`src/rtl/mem_port_arbiter_pkg.sv`:
```
// Shared constants and types for the fetch/data memory port arbiter.
// The memory map is split into a read-only ROM half and a writable RAM half.
package mem_port_arbiter_pkg;

    localparam int IDX_W     = 11;
    localparam int CNT_W     = 4;

    localparam int Rom_base  = 0;
    localparam int Rom_size  = 1024;
    localparam int Ram_base  = 1024;
    localparam int Ram_size  = 1024;

    typedef enum logic {
        OWNER_IF = 1'b0,
        OWNER_D  = 1'b1
    } owner_e;

    // One access is in flight at most; this records what its response must look like.
    typedef struct packed {
        logic   valid;
        owner_e owner;
        logic   err;
        logic   we;
    } slot_t;

endpackage

```
`src/rtl/mem_port_arbiter_mem_addr_check.sv`:
```
// Byte address to word index conversion plus legality decode for one requester.
module mem_addr_check
    import mem_port_arbiter_pkg::*;
#(
    parameter int MEM_WORDS = 2048,
    parameter int ROM_WORDS = 1024
) (
    input  logic [63:0]      addr,
    input  logic             we,
    output logic [IDX_W-1:0] idx,
    output logic             err
);

    localparam logic [63:0]      BYTE_LIM = 64'(MEM_WORDS) * 64'd4;
    localparam logic [IDX_W-1:0] ROM_LIM  = IDX_W'(ROM_WORDS);

    logic misaligned;
    logic out_of_range;
    logic rom_write;

    always_comb begin
        idx          = addr[IDX_W+1:2];
        misaligned   = (addr[1:0] != 2'b00);
        // Any upper bit set lands here as well, since the compare spans all 64 bits.
        out_of_range = (addr >= BYTE_LIM);
        rom_write    = we && (idx < ROM_LIM);
        err          = misaligned || out_of_range || rom_write;
    end

endmodule

```
`src/rtl/mem_port_arbiter.sv`:
```
// Arbitrates the single-port on-chip memory between instruction fetch and the data bus,
// with a fixed one-cycle response latency and a starvation guard for fetch.
module mem_port_arbiter
    import mem_port_arbiter_pkg::*;
#(
    parameter int MEM_WORDS    = 2048,
    parameter int ROM_WORDS    = 1024,
    parameter int STARVE_LIMIT = 4
) (
    input  logic             clk,
    input  logic             reset_n,
    input  logic             if_req,
    input  logic [63:0]      if_addr,
    output logic             if_gnt,
    output logic             if_rvalid,
    output logic [31:0]      if_rdata,
    output logic             if_err,
    input  logic             d_req,
    input  logic             d_we,
    input  logic [63:0]      d_addr,
    input  logic [31:0]      d_wdata,
    output logic             d_gnt,
    output logic             d_rvalid,
    output logic [31:0]      d_rdata,
    output logic             d_err,
    output logic             mem_en,
    output logic             mem_we,
    output logic [IDX_W-1:0] mem_addr,
    output logic [31:0]      mem_wdata,
    input  logic [31:0]      mem_rdata
);

    localparam logic [CNT_W-1:0] STARVE_MAX = CNT_W'(STARVE_LIMIT);

    logic [63:0]      chk_addr [2];
    logic             chk_we   [2];
    logic [IDX_W-1:0] chk_idx  [2];
    logic             chk_err  [2];

    assign chk_addr[0] = if_addr;
    assign chk_we[0]   = 1'b0;
    assign chk_addr[1] = d_addr;
    assign chk_we[1]   = d_we;

    generate
        for (genvar gi = 0; gi < 2; gi++) begin : g_chk
            mem_addr_check #(
                .MEM_WORDS (MEM_WORDS),
                .ROM_WORDS (ROM_WORDS)
            ) u_chk (
                .addr (chk_addr[gi]),
                .we   (chk_we[gi]),
                .idx  (chk_idx[gi]),
                .err  (chk_err[gi])
            );
        end
    endgenerate

    slot_t            slot_reg,    slot_next;
    logic [CNT_W-1:0] starve_reg,  starve_next;
    logic [31:0]      if_hold_reg, if_hold_next;
    logic [31:0]      d_hold_reg,  d_hold_next;
    logic             if_rd_ok;
    logic             d_rd_ok;

    // Grant, memory drive and next response slot.
    always_comb begin
        if_gnt      = 1'b0;
        d_gnt       = 1'b0;
        mem_en      = 1'b0;
        mem_we      = 1'b0;
        mem_addr    = '0;
        mem_wdata   = '0;
        slot_next   = '0;
        starve_next = '0;

        // Outputs stay quiet while reset is held, even if requests are already up.
        if (reset_n) begin
            if (if_req && (!d_req || starve_reg == STARVE_MAX)) begin
                if_gnt = 1'b1;
            end else if (d_req) begin
                d_gnt = 1'b1;
            end
        end

        if (if_gnt) begin
            mem_en          = !chk_err[0];
            mem_addr        = chk_idx[0];
            slot_next.valid = 1'b1;
            slot_next.owner = OWNER_IF;
            slot_next.err   = chk_err[0];
            slot_next.we    = 1'b0;
        end else if (d_gnt) begin
            mem_en          = !chk_err[1];
            mem_we          = d_we && !chk_err[1];
            mem_addr        = chk_idx[1];
            mem_wdata       = d_wdata;
            slot_next.valid = 1'b1;
            slot_next.owner = OWNER_D;
            slot_next.err   = chk_err[1];
            slot_next.we    = d_we;
        end

        if (if_req && !if_gnt) begin
            starve_next = (starve_reg == STARVE_MAX) ? starve_reg : starve_reg + 1'b1;
        end
    end

    // Response side: the hold value doubles as the live rdata, so a fresh read
    // appears combinationally and an error forces zero.
    always_comb begin
        if_rvalid = slot_reg.valid && (slot_reg.owner == OWNER_IF);
        d_rvalid  = slot_reg.valid && (slot_reg.owner == OWNER_D);
        if_err    = if_rvalid && slot_reg.err;
        d_err     = d_rvalid && slot_reg.err;
        if_rd_ok  = if_rvalid && !slot_reg.err;
        d_rd_ok   = d_rvalid && !slot_reg.err && !slot_reg.we;

        if_hold_next = if_hold_reg;
        if (if_rd_ok) begin
            if_hold_next = mem_rdata;
        end else if (if_err) begin
            if_hold_next = '0;
        end

        d_hold_next = d_hold_reg;
        if (d_rd_ok) begin
            d_hold_next = mem_rdata;
        end else if (d_err) begin
            d_hold_next = '0;
        end

        if_rdata = if_hold_next;
        d_rdata  = d_hold_next;
    end

    always_ff @(posedge clk or negedge reset_n) begin
        if (!reset_n) begin
            slot_reg    <= '0;
            starve_reg  <= '0;
            if_hold_reg <= '0;
            d_hold_reg  <= '0;
        end else begin
            slot_reg    <= slot_next;
            starve_reg  <= starve_next;
            if_hold_reg <= if_hold_next;
            d_hold_reg  <= d_hold_next;
        end
    end

endmodule

```
`config.mk`:
```
export PLATFORM = sky130hd
export DESIGN_NAME = mem_port_arbiter
export DESIGN_NICKNAME = d
export VERILOG_FILES = /design/src/rtl/mem_port_arbiter_pkg.sv /design/src/rtl/mem_port_arbiter_mem_addr_check.sv /design/src/rtl/mem_port_arbiter.sv
export SDC_FILE = /design/constraint.sdc
export NUM_CORES = 1
export LEC_CHECK = 0
export BUFFER_PORTS_ARGS = -buffer_cell sky130_fd_sc_hd__buf_4
export CAP_MARGIN = 20
export CORE_AREA = 2 2 120 122
export CTS_BUF_LIST = sky130_fd_sc_hd__clkbuf_4
export CTS_CLUSTER_DIAMETER = 150
export DETAILED_ROUTE_END_ITERATION = 8
export DIE_AREA = 0 0 122 124
export PLACE_DENSITY_LB_ADDON = 0.15
export SYNTH_ARGS = -nofsm -noshare
export SYNTH_HDL_FRONTEND = slang
export SYNTH_SLANG_ARGS = --single-unit
export TNS_END_PERCENT = 100
```
`constraint.sdc`:
```
create_clock -name clk -period 1.9 [get_ports clk]
set_input_delay 0.285 -clock clk [delete_from_list [all_inputs] [get_ports clk]]
set_output_delay 0.285 -clock clk [all_outputs]
set_load 0.05 [all_outputs]
```
# After elaboration in Yosys (flattened, before gate mapping)
# Index checks and enable logic that the tools add are counted.
# word_totals
ramBits,0
latch_bits,0
mem_count,0
wordCells,58
in_bits,197
mem_bits_ro,0
register_bits,72
# op_classes
reduce_logical,23
div_mod_pow,0
multipliers,0
shifts,0
addsub,1
bitwise_logic,1
eq_ne,2
magnitude_cmp,3
muxes,21
# ops
op,count
$mux W32,6
$ge A64 B14 Y1 const B,2
$mux W11,2
$mux W4,4
$logic_and A1 B1 Y1,11
$lt A11 B11 Y1 const B,1
$mux W1,9
$logic_not A1 Y1,6
$add A4 B1 Y4 const B,1
$eq A4 B3 Y1 const B,1
$logic_or A1 B1 Y1,4
$reduce_bool A2 Y1,2
$ne A2 B2 Y1 const B,1
$not A1 Y1,1

# Logic depth before layout (Yosys ltp)
# Gate-level depths: netlist (run 1).
# logic_depth
word_depth,8
mapped_depth,8
depth_no_buf,6

# Cells and area by module
# From an unflattened synthesis (run 1), not the netlist that was laid out.
# unflattened
cells_unflattened,368
hier_area_um2,3608.5
# by_module_without_submodules
module,area_each_um2,cells_per_inst,n_inst
mem_port_arbiter,3150.5,306,1
mem_addr_check,229.0,31,2

# Worst setup path after synthesis (run 1)
# Ideal clock, no wire load.
# synth_timing
path_type,register to output
startpoint,register slot_reg[2] (netlist name)
endpoint,output if_rdata[25]
setup_slack_ns,-0.389
arrival_ns,2.004
path_stages_with_launch,5
path_buffers,2
path_cell_list,dfrtp_1 nand2b_1 buf_2 clkbuf_1 o21ai_0
# synth_between
elab_chain_cells,5
elab_cells_between_ends,6
cone_classes,mux: 2; bitwise: 1; reduce/logical: 3
# synth_rtl
item,line,source
start: declaration,mem_port_arbiter.sv:59,"slot_t slot_reg, slot_next;"
start signal: assignment,mem_port_arbiter.sv:144,slot_reg <= slot_next;
$not A1 Y1 (*),mem_port_arbiter.sv:112,if_rvalid = slot_reg.valid && (slot_reg.owner == OWNER_IF);
$logic_and A1 B1 Y1 (*),mem_port_arbiter.sv:112,
$logic_and A1 B1 Y1,mem_port_arbiter.sv:114,if_err = if_rvalid && slot_reg.err;
$mux W32,mem_port_arbiter.sv:122,end else if (if_err) begin
$mux W32 (*),mem_port_arbiter.sv:120,if (if_rd_ok) begin
end: declaration,mem_port_arbiter.sv:16,"output logic [31:0] if_rdata,"
# Mark *: on every way between the ends. The rest lies on a longest branch, timed or not.

# Final worst setup path (run 1)
# layout_timing
startpoint,register starve_reg[0]
endpoint,output mem_addr[1]
# layout_between
elab_chain_cells,7
elab_cells_between_ends,9
cone_classes,eq/ne: 1; mux: 6; reduce/logical: 2
# layout_rtl
item,line,source
start: declaration,mem_port_arbiter.sv:60,"logic [CNT_W-1:0] starve_reg, starve_next;"
start signal: assignment,mem_port_arbiter.sv:145,starve_reg <= starve_next;
$eq A4 B3 Y1 (*),mem_port_arbiter.sv:79,if (if_req && (!d_req || starve_reg == STARVE_MAX)) begin
$logic_or A1 B1 Y1 (*),mem_port_arbiter.sv:79,
$logic_and A1 B1 Y1 (*),mem_port_arbiter.sv:79,
$mux W1,mem_port_arbiter.sv:79,
$mux W1,mem_port_arbiter.sv:78,if (reset_n) begin
$mux W11,mem_port_arbiter.sv:93,end else if (d_gnt) begin
$mux W11 (*),mem_port_arbiter.sv:86,if (if_gnt) begin
end: declaration,mem_port_arbiter.sv:28,"output logic [IDX_W-1:0] mem_addr,"
# Marked as above.

==> metrics.cfg, run 1 <==
[synth]
synth_seq_cells = 72
synth.cell_area_um2 = 3390
synth.avg_cell_area_um2 = 9.90
ys_seq_area_frac = 0.532
ys_types = 31
synthCells = 342
synth_warnings = 0
syn-num-nets = 541

[detailed_routing]
top_layer = met5
vias = 4237
drtPass1Iterations = 4
vias_per_cell = 4.62
wl_met1_um = 6810
wl_met2_um = 9370
wl_um = 17500
route.met3.wl_um = 1070
drt_iter0_drc = 165
drc_errors = 0
wl_per_cell_um = 19.1
ant_nets = 0

[setup_path]
end_kind = primary output
path_cells = inv_2 -> ha_4 -> and3b_4 -> a21oi_4 -> buf_6 -> buf_12 -> a22o_4 -> buf_8
slowest_stage = dfrtp_1
arrival_ps = 2020
path_max_fanout = 10
worst-endpoint-required_ps = 1620
crit_type = register to primary output
worst_setup_path_start_kind = register
critPathMaxStageDelay_ps = 410

[power]
clock_power_share = 0.146
p_leak_nw = 4.41
p_sw_w = 0.00311
internal_power_w = 0.00448
power_w = 0.00759
peakVddDrop_mv = 0.322
switching_share = 0.410
pwr-share-comb = 0.590
pwr-share-seq = 0.264
p_per_area_nw_per_um2 = 846

[clock_network]
cts_root_buf = clkbuf_4
numCtsBuffers = 9
cts_buffer_depth = 2
ctsHoldBuffers = 0
cts_tree = yes
clk_latency_ps = 430
clock-sinks = 72
htreeDepth = 3
clk_pin_slew_ps = 120

[grt]
antenna_found_initial = 1
grt-ovfl-total = 0
grt_max_degree = 73
grt_pass1_vias = 4549
grt_usage = 0.223
grt_pass1_wl_um = 25400

[timing]
clock.fmax_ghz = 0.434
tightest_slew_ps = 944
slew_viol_final = 0
relSlewSlack = 0.371
setup_ws_ps = -406
min_period_over_period = 1.21
fin_hold_ws_ps = 79.4
post-route-min-period_ps = 2310
hold_violations = 0
finClkSkew_ps = 18.4
rsz0062_at_grt = true
finalSetupViolCount = 113

[placement]
portBuffers = 311
gp_congestion = 0.916
dp_hpwl_um = 11700

[finish]
multiInputGateArea_um2 = 2430
drive_above_1_share = 0.794
antennaDiodeCount = 0
fillers = 1032
syn2layout_area_growth_pct = 165
regArea_um2 = 1800
final_net_count = 932

[floorplanning]
fp.dieH_um = 124
io_pins = 312
fp.dieW_um = 122
dieArea_um2 = 15100
core_area_um2 = 13700
rows = 43
start_util = 0.247

[run_status]
status = complete, but fails checks
violations = negative setup slack

[hold_path]
hp-class = input port to register

[run]
drv_cap = 0

-- power groups by stage --
stage / clock [W] / sequential, W / combinational, W
2_1_floorplan: 0 / 0.00195 / 0.00190
5_1_grt: 0.00122 / 0.00204 / 0.00465
3_3_place_gp: 0 / 0.00196 / 0.00298
4_1_cts: 0.00114 / 0.00200 / 0.00430
6_report: 0.00111 / 0.00201 / 0.00447
3_5_place_dp: 0 / 0.00196 / 0.00300
-- layer usage --
| metal | GRT usage | vias up |
|---|---|---|
| met2 | 0.395 | 161 |
| li1 | - | 2010 |
| met3 | 0.0563 | 18 |
| met5 | 0 | - |
| met4 | 0.0524 | 2 |
| met1 | 0.272 | 2046 |
-- logic make-up after synthesis --
group           count (synthesis)  synth area share
compound gates                 83             0.174
xor+xnor                        2           0.00517
buf+inv                        28            0.0458
flops                          72             0.532
fa+ha+maj                       2           0.00739
simple gates                  155             0.236
-- layout make-up --
class / count / share of cell area
timing repair buffer: 402 / 0.481
multi-input combinational: 242 / 0.271
sequential: 72 / 0.201
tap: 180 / 0.0251
clock inverter: 7 / 0.0107
clock buffer: 9 / 0.00753
inverter: 6 / 0.00390
-- per-stage QoR --
stage | cells | worst slack, ps | utilization | TNS (ps) | cell area [um2]
2_1_floorplan | 342 | -389 | - | -7750 | 3550
3_3_place_gp | 830 | -285 | 0.451 | -378 | 6180
3_5_place_dp | 830 | -276 | 0.451 | -924 | 6180
4_1_cts | 908 | -416 | 0.630 | -33860 | 8640
5_1_grt | 918 | -507 | 0.654 | -43590 | 8970
6_report | 918 | -406 | 0.654 | -31130 | 8970
-- cell usage after synthesis --
cell type,instances,area [um2]
nand3_1,2,10.0
nor4_2,1,12.5
nor3_1,3,15.0
nand4_1,6,37.5
a21oi_1,4,20.0
buf_2,5,25.0
buf_1,3,11.3
nand2_1,71,267
nor3b_4,1,18.8
o22ai_1,1,6.26
and3_1,1,6.26
ha_1,2,25.0
o21ai_0,32,160
nor4_1,25,156
and2_1,35,219
a21oi_2,1,8.76
inv_1,5,18.8
a22o_1,44,385
nand3b_1,1,7.51
clkbuf_1,6,22.5
dfrtp_1,72,1800
a21o_1,1,7.51
and3b_4,1,12.5
clkbuf_2,2,10.0
nand2b_1,2,12.5
inv_2,1,3.75
buf_6,5,56.3
nor2_2,1,6.26
buf_4,1,7.51
xnor2_1,2,17.5
nor2_1,5,18.8
-- critical path, delay by kind of cell (launching register included) --
kind | cells | cell delay (ps)
buffers and inverters | 4 | 510
AND/OR/NAND/NOR | 1 | 220
AO/OA/AOI/OAI | 2 | 330
adder cells (fa/ha/maj) | 1 | 140
flip-flops | 1 | 410
-- repair_timing --
action	CTS	global route
pin swaps	54	30
endpoints found under the hold margin	0	0
buffers inserted	46	13
endpoints found under the setup margin	112	115
cloned	16	2
resized for setup	388	72
-- path summary, 6_finish.rpt --
| check | end | startpoint | depth (start not counted) | slack [ps] |
|---|---|---|---|---|
| max | mem_addr[1] | starve_reg[0] | 8 | -410 |
| min | slot_reg[2] | if_req | 2 | 80 |
| min reg2reg | d_hold_reg[29] | d_hold_reg[29] | 1 | 510 |
| min in group asynchronous | d_hold_reg[7] | reset_n | 2 | 110 |
| max in group asynchronous | slot_reg[1] | reset_n | 2 | 1150 |
| max reg2reg | if_hold_reg[4] | slot_reg[2] | 11 | 100 |
-- layout by cell type (no fill, tap or decap), types with 2 or more instances in the layout --
| cell type | count |
|---|---|
| nor2_1 | 4 |
| clkbuf_16 | 2 |
| a22o_1 | 4 |
| buf_16 | 14 |
| nand2_1 | 24 |
| a21oi_1 | 4 |
| xnor2_1 | 2 |
| clkinv_4 | 2 |
| dfrtp_1 | 71 |
| inv_4 | 2 |
| buf_8 | 76 |
| a22o_4 | 30 |
| nor4_1 | 25 |
| buf_6 | 53 |
| clkinvlp_4 | 2 |
| bufinv_16 | 2 |
| a22o_2 | 10 |
| nand2_2 | 23 |
| nor3_1 | 3 |
| buf_4 | 240 |
| inv_2 | 3 |
| clkbuf_4 | 9 |
| nand3_1 | 2 |
| buf_12 | 17 |
| o21ai_4 | 32 |
| nand2_4 | 24 |
| nor2_4 | 2 |
| and2_4 | 34 |
| nand4_1 | 6 |
Note: power is estimated with default switching activity, not from simulation.
==> run 2: changes to the inputs <==
--- a/config.mk
+++ b/config.mk
@@ -12,6 +12,7 @@
 export CTS_CLUSTER_DIAMETER = 150
 export DETAILED_ROUTE_END_ITERATION = 8
 export DIE_AREA = 0 0 122 124
+export GPL_TIMING_DRIVEN = 0
 export PLACE_DENSITY_LB_ADDON = 0.15
 export SYNTH_ARGS = -nofsm -noshare
 export SYNTH_HDL_FRONTEND = slang
==> metrics.cfg, run 2 (synthesized netlist as in run 1, its figures left out) <==
[run_status]
status = complete, but fails checks
violations = negative hold slack, negative setup slack

[detailed_routing]
wl_per_cell_um = 18.4
ant_nets = 0
drc_errors = 0
vias = 4172
drtPass1Iterations = 4
vias_per_cell = 4.64
wl_um = 16500
drt_iter0_drc = 167

[grt]
grt-ovfl-total = 0
grt_max_degree = 75
grt_pass1_wl_um = 23500
antenna_found_initial = 1
grt_usage = 0.205
grt_pass1_vias = 4371

[power]
p_leak_nw = 4.11
p_per_area_nw_per_um2 = 847
peakVddDrop_mv = 0.291

[placement]
gp_congestion = 0.861
placed_cell_area_um2 = 6110
portBuffers = 311
dp_hpwl_um = 12000
place_ws_ps = -580

[clock_network]
cts_buffer_depth = 2
clk_latency_ps = 440
numCtsBuffers = 9
cts_tree = yes
cts_root_buf = clkbuf_4
clock-sinks = 72
clk_pin_slew_ps = 140
htreeDepth = 3

[setup_path]
path_max_fanout = 6
critPathBufInv = 4
r2r_cells = 10
worst_setup_path_start_kind = register
crit_family = buffers and inverters
path_cells = inv_2 -> ha_4 -> and3b_4 -> a21oi_4 -> buf_6 -> clkbuf_16 -> a22o_4 -> buf_8
slowest_stage = dfrtp_1
critPathMaxStageDelay_ps = 420
worst-endpoint-required_ps = 1620
arrival_ps = 2050
path_depth = 8
end_kind = primary output
crit_type = register to primary output

[hold_path]
hp-class = input port to asynchronous set/reset pin

[finish]
multiInputGateArea_um2 = 2200
syn2layout_area_growth_pct = 143
final_net_count = 912
fillers = 1130
final_util = 0.601
regArea_um2 = 1800
mostFrequentLayoutCells = buf_4, buf_8, dfrtp_1, buf_6, a22o_4
postLayoutCellArea_um2 = 8250
drive_above_1_share = 0.769
layout_commonest_cell = buf_4

[floorplanning]
dieArea_um2 = 15100
fp.dieH_um = 124
start_util = 0.247
rows = 43
core_area_um2 = 13700
fp.dieW_um = 122
io_pins = 312

[timing]
slew_viol_final = 0
post-route-min-period_ps = 2340
min_period_over_period = 1.23
hold_violations = 72
finalSetupViolCount = 113
fin_hold_ws_ps = -164
clock.fmax_ghz = 0.428
setup_ws_ps = -439
relSlewSlack = 0.554
rsz0062_at_grt = true
tightest_slew_ps = 669
finClkSkew_ps = 11.3

[run]
drv_cap = 0

run 2: power by group:
group | switching [W] | internal [W] | total, W | leakage, nW
logic | 0.00223 | 0.00186 | 0.00409 | 3.12
clock network | 0.000608 | 0.000278 | 0.000885 | 0.0552
registers | 0.000158 | 0.00184 | 0.00200 | 0.927
total | 0.00300 | 0.00398 | 0.00698 | 4.11
run 2: area by class of cell:
cell class              count  share of cell area
diodes                      1            0.000303
plain buffers              22              0.0385
clock buffers               9             0.00819
clock inverters             7             0.00683
inverters                   6             0.00303
multi-input cells         242               0.267
flip-flops and latches     72               0.219
well taps                 180              0.0273
repair buffers            360               0.431
run 2: worst paths after layout:
check                                start              end  slack, ps
max                          starve_reg[0]      mem_addr[5]       -440
max reg2reg                  starve_reg[0]      slot_reg[1]        140
min in group clk                    if_req      slot_reg[2]         60
min reg2reg                if_hold_reg[20]  if_hold_reg[20]        500
min                                reset_n  if_hold_reg[28]       -160
max in group asynchronous          reset_n   d_hold_reg[19]       1590
run 2: routing by layer:
metal	part of all wire	track usage	vias up
met5	0	0	-
met4	0.016	0.0647	0
met3	0.064	0.0508	21
met2	0.54	0.354	156
met1	0.38	0.250	2027
li1	-	-	1968
run 2: repair_timing:
action                                 4_1_cts  5_1_grt
resized for setup                          281      126
endpoints found under the hold margin       72       72
cloned                                       6        5
pin swaps                                   11       26
setup endpoints to repair                  113      113
setup buffers                               21       18
run 2: stage by stage:
stage / TNS, ps / hold slack (ps) / std cells / power, W
floorplan: -7750 / -10.6 / 342 / 0.00385
global placement: -23330 / 475 / 833 / 0.00492
detailed placement: -23670 / 475 / 833 / 0.00495
CTS: -36040 / -154 / 875 / 0.00669
global route: -43050 / -140 / 899 / 0.00730
finish: -31890 / -164 / 899 / 0.00698
==> run 3: changes to the inputs <==
--- a/config.mk
+++ b/config.mk
@@ -14,6 +14,7 @@
 export DIE_AREA = 0 0 122 124
 export GPL_TIMING_DRIVEN = 0
 export PLACE_DENSITY_LB_ADDON = 0.15
+export REMOVE_ABC_BUFFERS = 1
 export SYNTH_ARGS = -nofsm -noshare
 export SYNTH_HDL_FRONTEND = slang
 export SYNTH_SLANG_ARGS = --single-unit
==> constraint.sdc (replaced) <==
create_clock -name clk -period 2.25 [get_ports clk]
set_input_delay 0.3375 -clock clk [delete_from_list [all_inputs] [get_ports clk]]
set_output_delay 0.3375 -clock clk [all_outputs]
set_load 0.05 [all_outputs]
==> metrics.cfg, run 3 (synthesized netlist as in run 1, its figures left out) <==
[run_status]
status = complete, but fails checks
violations = negative hold slack, negative setup slack

[floorplanning]
start_util = 0.247
fp.dieH_um = 124
fp.dieW_um = 122
rows = 43
io_pins = 312
core_area_um2 = 13700
dieArea_um2 = 15100

[grt]
grt_pass1_vias = 4301
grt_usage = 0.203
antenna_found_initial = 1
grt_max_degree = 75
grt-ovfl-total = 0
grt_pass1_wl_um = 23200

[placement]
dp_hpwl_um = 11400
portBuffers = 311
gp_congestion = 0.853

[power]
switching_share = 0.403
clock_power_share = 0.197
p_per_area_nw_per_um2 = 780
internal_power_w = 0.00343
p_leak_nw = 3.69
pwr-share-seq = 0.287
peakVddDrop_mv = 0.273
p_sw_w = 0.00231
pwr-share-comb = 0.516

[timing]
post-route-min-period_ps = 2360
setup_ws_ps = -107
fin_hold_ws_ps = -180
tightest_slew_ps = 504
finClkSkew_ps = 8.60
min_period_over_period = 1.05
hold_violations = 72
relSlewSlack = 0.661
clock.fmax_ghz = 0.424
slew_viol_final = 0
finalSetupViolCount = 66
rsz0062_at_grt = true

[clock_network]
clock-sinks = 72
clk_latency_ps = 410
htreeDepth = 3
cts_buffer_depth = 2
cts_tree = yes
numCtsBuffers = 9
cts_root_buf = clkbuf_4
clk_pin_slew_ps = 120

[setup_path]
r2r-start = starve_reg[0]
crit_type = register to primary output
worst_setup_path_start_kind = register
r2r-end = slot_reg[1]
path_max_fanout = 6
arrival_ps = 2020
end_kind = primary output
worst-endpoint-required_ps = 1910
r2r_cells = 8
r2r_setup_slack_ps = 620

[finish]
multiInputGateArea_um2 = 1840
final_util = 0.537
syn2layout_area_growth_pct = 117
final_net_count = 880
regArea_um2 = 1800
drive_above_1_share = 0.642
layout_commonest_cell = buf_4
mostFrequentLayoutCells = buf_4, dfrtp_1, nand2_1, buf_6, buf_8
antennaDiodeCount = 0
fillers = 1218

[detailed_routing]
vias_per_cell = 4.71
wl_um = 16000
drc_errors = 0
drt_iter0_drc = 189
ant_nets = 0
drtPass1Iterations = 4
wl_per_cell_um = 18.5
vias = 4076

[run]
drv_cap = 0

[hold_path]
hp-class = input port to asynchronous set/reset pin

-- run 3: cell count changes in the layout (fill, tap and decap cells not counted), moves of 12 or more --
cell	delta
a22o_1	+25
and2_2	-16
nand2_1	+31
and2_4	+12
a22o_4	-25
nand2_2	-28
buf_8	-45
o21ai_4	-12
-- run 3: final cells by class --
type	instances	area share
Sequential cell	72	0.245
Clock inverter	6	0.0180
Inverter	6	0.00408
Multi-Input combinational cell	248	0.249
Timing Repair inverter	1	0.00102
Timing Repair Buffer	343	0.443
Tap cell	180	0.0306
Clock buffer	9	0.00918
-- run 3: how the worst max path moves through the flow --
stage,start,slack (ps),endpoint,cells past startpoint
6_report,starve_reg[0],-110,mem_addr[3],8
5_1_grt,starve_reg[1],-200,mem_wdata[0],8
4_1_cts,starve_reg[0],-110,mem_addr[2],8
3_5_place_dp,reset_n,-830,mem_we,6
3_3_place_gp,slot_reg[3],-1320,d_rdata[11],5
2_1_floorplan,starve_reg[0],-750,mem_we,6
-- run 3: critical path, cell delays in order, from the launching register on --
cell	delay, ps
dfrtp_1	410
inv_2	80
ha_4	140
and3b_4	240
buf_12	150
a21oi_4	70
buf_6	150
a22o_1	210
buf_6	150
-- run 3: layer usage --
metal / track usage / wire length, um / share of wire
met1: 0.239 / 6080 / 0.38
met2: 0.346 / 8270 / 0.52
met3: 0.0719 / 1300 / 0.082
met4: 0.0647 / 295 / 0.018
met5: 0 / 16 / 0.0010
-- run 3: metrics by stage --
step                      power [W]  cells  TNS [ps]  cell area [um2]  worst slack [ps]
after floorplan             0.00316    320   -100320             3250              -750
after global placement      0.00405    811   -154760             5810             -1320
after detailed placement    0.00410    814    -41520             5900              -832
after CTS                   0.00559    861     -5020             7050              -110
after global routing        0.00600    865    -12260             7360              -202
final                       0.00574    865     -3070             7360              -107
-- run 3: power by group through the flow --
stage          registers (W)  logic [W]  clock network, W
2_1_floorplan        0.00165    0.00151                 0
3_3_place_gp         0.00165    0.00240                 0
3_5_place_dp         0.00166    0.00244                 0
4_1_cts              0.00163    0.00279           0.00117
5_1_grt              0.00168    0.00310           0.00122
6_report             0.00165    0.00297           0.00113
-- run 3: timing repair --
item	4_1_cts	5_1_grt
buffers inserted	24	4
gates resized for setup	165	78
endpoints found under the hold margin	72	72
pin swaps	27	10
setup endpoints to repair	109	99
gates cloned	8	0
